===== src/rtl/rc4_session_arbiter.sv =====
`default_nettype none
// ============================================================================
//  Module      : rc4_session_arbiter
//  Description : Shares one RC4 keystream core between two clients (A = 0,
//                B = 1) one session at a time. A session grants a client,
//                loads its key, waits for key scheduling, then XORs each
//                character with exactly one prefetched keystream word and
//                emits the result on a valid/ready stream.
//  Revision    : 1.0 - initial release
// ============================================================================
module rc4_session_arbiter #(
    parameter int N            = 7,
    parameter int INIT_TIMEOUT = 1023,
    parameter int TW           = 10
) (
    input  logic         clk,
    input  logic         rst,
    input  logic [1:0]   req,
    input  logic [N-1:0] key_a,
    input  logic [N-1:0] key_b,
    output logic [1:0]   grant,
    input  logic         in_valid,
    input  logic [N-1:0] in_data,
    input  logic         in_last,
    output logic         in_ready,
    output logic         out_valid,
    output logic [N-1:0] out_data,
    output logic         out_last,
    output logic         out_owner,
    input  logic         out_ready,
    output logic         core_rst,
    output logic [N-1:0] core_key,
    input  logic         core_init_done,
    output logic         core_ks_req,
    input  logic         core_ks_valid,
    input  logic [N-1:0] core_ks,
    output logic         err
);

    localparam logic [2:0] c_ST_IDLE   = 3'd0;
    localparam logic [2:0] c_ST_LOAD   = 3'd1;
    localparam logic [2:0] c_ST_WAIT   = 3'd2;
    localparam logic [2:0] c_ST_STREAM = 3'd3;
    localparam logic [2:0] c_ST_DRAIN  = 3'd4;
    localparam logic [2:0] c_ST_DONE   = 3'd5;

    // Counter value on the last permitted WAIT_INIT cycle.
    localparam logic [TW-1:0] c_TMO_LAST = TW'(INIT_TIMEOUT - 1);

    logic [2:0]    r_state;
    logic [1:0]    r_grant;
    logic          r_owner;
    logic          r_last;
    logic [N-1:0]  r_key;
    logic [TW-1:0] r_tcnt;
    logic [N-1:0]  r_ks_buf;
    logic          r_ks_full;
    logic          r_ks_pending;
    logic          r_out_valid;
    logic [N-1:0]  r_out_data;
    logic          r_out_last;
    logic          r_out_owner;
    logic          r_core_rst;
    logic          r_core_ks_req;
    logic          r_err;

    logic          w_owner_req;
    logic          w_pick_b;
    logic          w_in_ready;
    logic          w_xfer;

    // Session owner still asking for the core; dropping it aborts the session.
    assign w_owner_req = |(req & r_grant);
    // B wins when it is the only requester, or on a tie when A went last.
    assign w_pick_b    = (req == 2'b10) || ((req == 2'b11) && !r_last);
    assign w_in_ready  = (r_state == c_ST_STREAM) && w_owner_req && r_ks_full &&
                         (!r_out_valid || out_ready);
    assign w_xfer      = in_valid && w_in_ready;

    assign grant       = r_grant;
    assign in_ready    = w_in_ready;
    assign out_valid   = r_out_valid;
    assign out_data    = r_out_data;
    assign out_last    = r_out_last;
    assign out_owner   = r_out_owner;
    assign core_rst    = r_core_rst;
    assign core_key    = r_key;
    assign core_ks_req = r_core_ks_req;
    assign err         = r_err;

    // Session state machine, keystream prefetch buffer and output register.
    always_ff @(posedge clk) begin
        if (rst) begin
            r_state       <= c_ST_IDLE;
            r_grant       <= 2'b00;
            r_owner       <= 1'b0;
            r_last        <= 1'b1;
            r_key         <= '0;
            r_tcnt        <= '0;
            r_ks_buf      <= '0;
            r_ks_full     <= 1'b0;
            r_ks_pending  <= 1'b0;
            r_out_valid   <= 1'b0;
            r_out_data    <= '0;
            r_out_last    <= 1'b0;
            r_out_owner   <= 1'b0;
            r_core_rst    <= 1'b0;
            r_core_ks_req <= 1'b0;
            r_err         <= 1'b0;
        end else begin
            r_core_rst    <= 1'b0;
            r_core_ks_req <= 1'b0;
            r_err         <= 1'b0;

            // A new character refills the output register; otherwise a
            // downstream accept empties it.
            if (w_xfer) begin
                r_out_valid <= 1'b1;
                r_out_data  <= in_data ^ r_ks_buf;
                r_out_last  <= in_last;
                r_out_owner <= r_owner;
            end else if (out_ready) begin
                r_out_valid <= 1'b0;
            end

            case (r_state)
                c_ST_IDLE: begin
                    if (req != 2'b00) begin
                        r_grant    <= w_pick_b ? 2'b10 : 2'b01;
                        r_owner    <= w_pick_b;
                        r_key      <= w_pick_b ? key_b : key_a;
                        r_core_rst <= 1'b1;
                        r_state    <= c_ST_LOAD;
                    end
                end

                c_ST_LOAD: begin
                    r_tcnt  <= '0;
                    r_state <= c_ST_WAIT;
                end

                c_ST_WAIT: begin
                    if (!w_owner_req) begin
                        r_state <= c_ST_DRAIN;
                    end else if (core_init_done) begin
                        r_state <= c_ST_STREAM;
                    end else if (r_tcnt == c_TMO_LAST) begin
                        r_err   <= 1'b1;
                        r_state <= c_ST_DONE;
                    end else begin
                        r_tcnt <= r_tcnt + TW'(1);
                    end
                end

                c_ST_STREAM: begin
                    if (!w_owner_req) begin
                        // Abort: drop the buffered word; a word still in
                        // flight is absorbed in DRAIN.
                        r_ks_full <= 1'b0;
                        if (core_ks_valid && r_ks_pending) begin
                            r_ks_pending <= 1'b0;
                        end
                        r_state <= c_ST_DRAIN;
                    end else begin
                        if (w_xfer) begin
                            r_ks_full <= 1'b0;
                            if (in_last) begin
                                r_state <= c_ST_DRAIN;
                            end
                        end
                        // Pending and full are never both set, so a fill
                        // cannot coincide with a transfer.
                        if (core_ks_valid && r_ks_pending) begin
                            r_ks_buf     <= core_ks;
                            r_ks_full    <= 1'b1;
                            r_ks_pending <= 1'b0;
                        end else if ((!r_ks_full || w_xfer) && !r_ks_pending &&
                                     !(w_xfer && in_last)) begin
                            // Fetch the next word as soon as the buffer is
                            // free, including the cycle it is being consumed.
                            r_core_ks_req <= 1'b1;
                            r_ks_pending  <= 1'b1;
                        end
                    end
                end

                c_ST_DRAIN: begin
                    if (core_ks_valid && r_ks_pending) begin
                        r_ks_pending <= 1'b0;
                    end
                    if (!r_out_valid && !r_ks_pending) begin
                        r_state <= c_ST_DONE;
                    end
                end

                c_ST_DONE: begin
                    r_last  <= r_owner;
                    r_grant <= 2'b00;
                    r_state <= c_ST_IDLE;
                end

                default: begin
                    r_state <= c_ST_IDLE;
                end
            endcase
        end
    end

endmodule
`default_nettype wire


===== config.mk =====
export PLATFORM = sky130hd
export DESIGN_NAME = rc4_session_arbiter
export DESIGN_NICKNAME = d
export VERILOG_FILES = /design/src/rtl/rc4_session_arbiter.sv
export SDC_FILE = /design/constraint.sdc
export NUM_CORES = 1
export LEC_CHECK = 0
export BUFFER_PORTS_ARGS = -buffer_cell sky130_fd_sc_hd__buf_2
export CAP_MARGIN = 20
export CELL_PAD_IN_SITES_DETAIL_PLACEMENT = 1
export CELL_PAD_IN_SITES_GLOBAL_PLACEMENT = 1
export CORE_MARGIN = 1.5
export CORE_UTILIZATION = 38
export DETAILED_ROUTE_END_ITERATION = 10
export PLACE_DENSITY_LB_ADDON = 0.15
export SLEW_MARGIN = 0
export SYNTH_ARGS = -nofsm -noshare
export SYNTH_HDL_FRONTEND = slang
export SYNTH_SLANG_ARGS = --single-unit

===== constraint.sdc =====
create_clock -name clk -period 2.15 [get_ports clk]
set_input_delay 0.43 -clock clk [delete_from_list [all_inputs] [get_ports clk]]
set_output_delay 0.43 -clock clk [all_outputs]
set_load 0.05 [all_outputs]

==> results_dict.tcl <==
set metrics [dict create \
    end_kind "output port" \
    max_stage_delay_ps 430 \
    required_ps 1720 \
    antenna_found_initial 0 \
    place_ws_ps 182 \
    crit_chain "nand3b_4 > nor2_2 > and3_1 > buf_2" \
    clock_latency_ps 300 \
    ys_warn_count 0 \
    syn_avg_cell_area_um2 9.35 \
    vias_per_cell 5.17 \
    ys.flop_type "dfxtp_1" \
    grt_pass1_wl_mm 8.83 \
    ys_top_cells_by_area "dfxtp_1, mux2i_1, a211oi_1, nor2_1, a21oi_1" \
    hp-class "input port to flip-flop" \
    grt_max_degree 39 \
    ir_drop_v 0.000320 \
    vias 1892 \
    fin_setup_tns_ps 0 \
    syn_nets 270 \
    rrSetupSlack_ps 360 \
    root_buffer "clkbuf_8" \
    area_growth_pct 22.7 \
    die_h_um 78.4 \
    grt_use_total_pct 18.3 \
    top_level_ports 60 \
    ys_seq_elements 46 \
    diodes 0 \
    cts_max_level 2 \
    placedCellCount 358 \
    maxSlewHeadroom_pct 63.6 \
    ant_nets 0 \
    firstDrtPassIters 2 \
    hold_viol_final 0 \
    setup_viol 0 \
    p_total_mw 2.19 \
    final_cells 366 \
    setup_ws_ps 159 \
    synth_top_cells_by_count "dfxtp_1, nor2_1, mux2i_1, a211oi_1, a21oi_1" \
    cts_tree "done" \
    crit_family "simple AND/OR/NAND/NOR gates" \
    crit_type "flip-flop to output port" \
    period_minus_slack_ps 1990 \
    final_nets 332 \
    place.gp.congestion 0.750 \
    drc 0 \
    path_clk_slew_ps 80 \
    grt_pass1_vias 1874 \
    drv_slew 0 \
    synth_top_cell_by_area "dfxtp_1" \
    cellPowerDensity_nw_per_um2 826 \
    seq_area_frac_synth_pct 42.6 \
    use_met1_pct 23.8 \
    clock_sinks 46 \
    grt_setup_unrepaired "false" \
    yosysMostFrequentCell "dfxtp_1" \
    design_area_um2 2650 \
    gr-usage-met2_pct 29.7 \
    yosysTopAreaCellShare_pct 42.6 \
    cp_max_fo 6 \
    leakage_nw 1.06 \
    drv_cap 0 \
    final_util_pct 48.1 \
    synthesis.instances 231 \
    synth_cell_types 50 \
    start_util_pct 39.2 \
    cts_inserted_buffers 5 \
    drive_gt1_share_pct 29.9 \
    grt_use_met3_pct 3.84 \
    critPathSlowestCell "dfxtp_1" \
    dpl.hpwl_mm 3.87 \
    drt-total-wl_mm 5.29 \
    drt_iter0_markers 72 \
    critical_path_arrival_ps 1560 \
    die_area_um2 6140 \
    tightest_slew_ps 544 \
    synth_edf_count 0 \
    synthArstFlopShare_pct 0 \
    cts.path.max_buffers 2 \
    gr-total-overflow 0 \
    io_buffers 59 \
    grt_busiest_layer "met2" \
    start_kind "flip-flop" \
    die_w_um 78.4 \
    std_cell_rows 27 \
    hold_slack_ps 364 \
    synth_area_um2 2160 \
    dpl_cell_area_um2 2530 \
    max_freq_ghz 0.502 \
    path_buf_inv 1 \
    fin_crit_sh_pct 92.6 \
    clock-skew-final_ps 10.2 \
    outcome "complete, no violations" \
    post_cts_buffers 0 \
    wire_per_inst_um 14.5 \
    coreArea_um2 5510 \
]
## cells by family (layout without fill, tap and decap cells)
family                   after synthesis  count (layout)  share of synthesized area, %
buffers and inverters                 16              79                          4.00
AND/OR/NAND/NOR                       85              85                          22.4
flip-flops                            46              46                          42.6
multiplexers                          17              17                          7.88
AO/OA/AOI/OAI                         57              57                          18.7
adder cells (fa/ha/maj)                2               2                          1.16
XOR/XNOR                               8               8                          3.24
## tightest hold or removal path, delay by kind of cell
family | cells | cell delay [ps]
buffers and inverters | 1 | 80
and+or+nand+nor | 1 | 70
muxes | 1 | 50
## final timing paths
path,start,to,cells past startpoint
worst max-delay path,r_state[2],in_ready,4
worst max register to register,r_state[2],r_tcnt[3],6
worst min-delay path,core_ks[3],r_ks_buf[3],3
worst min register to register,r_ks_pending,core_ks_req,1
## timing repair
item                       in CTS  in global routing
hold buffers                    0                  0
gates resized for setup         2                  2
setup endpoints to repair       1                  1
## placed cells by master, fill, tap and decap left out, types with 7 or more instances in the layout
| master | instances |
|---|---|
| a211oi_1 | 16 |
| a21oi_1 | 14 |
| buf_2 | 59 |
| buf_4 | 7 |
| dfxtp_1 | 44 |
| mux2i_1 | 17 |
| nand2_1 | 12 |
| nor2_1 | 31 |
| o21ai_0 | 7 |
| xnor2_1 | 7 |
## layout make-up
type	count	area [um^2]
Fill cell	677	2860
Multi-Input combinational cell	169	1160
Sequential cell	46	923
Timing Repair Buffer	66	348
Tap cell	72	90.1
Clock buffer	6	72.6
Clock inverter	2	37.5
Inverter	5	18.8
## metal layers
layer	up-vias	routed length, um	part of all wire, %
li1	966	-	-
met1	882	2560	48
met2	36	2440	46
met3	8	208	3.9
met4	0	86	1.6
met5	-	0	0
## sequential cells by signal, indices dropped and copies added (netlist names)
| signal | count |
|---|---|
| r_tcnt | 10 |
| core_key | 7 |
| out_data | 7 |
| r_ks_buf | 7 |
| r_state | 3 |
| grant | 2 |
| core_ks_req | 1 |
| core_rst | 1 |
| err | 1 |
| out_last | 1 |
| out_owner | 1 |
| out_valid | 1 |
| r_ks_full | 1 |
| r_ks_pending | 1 |
| r_last | 1 |
| r_owner | 1 |
## report_power, final
group          leakage, nW  switching (mW)  internal [mW]
Sequential           0.374          0.0650          0.913
Clock               0.0514           0.294          0.347
Combinational        0.635           0.383          0.189
No activity file was read; power rests on OpenSTA's default activity.
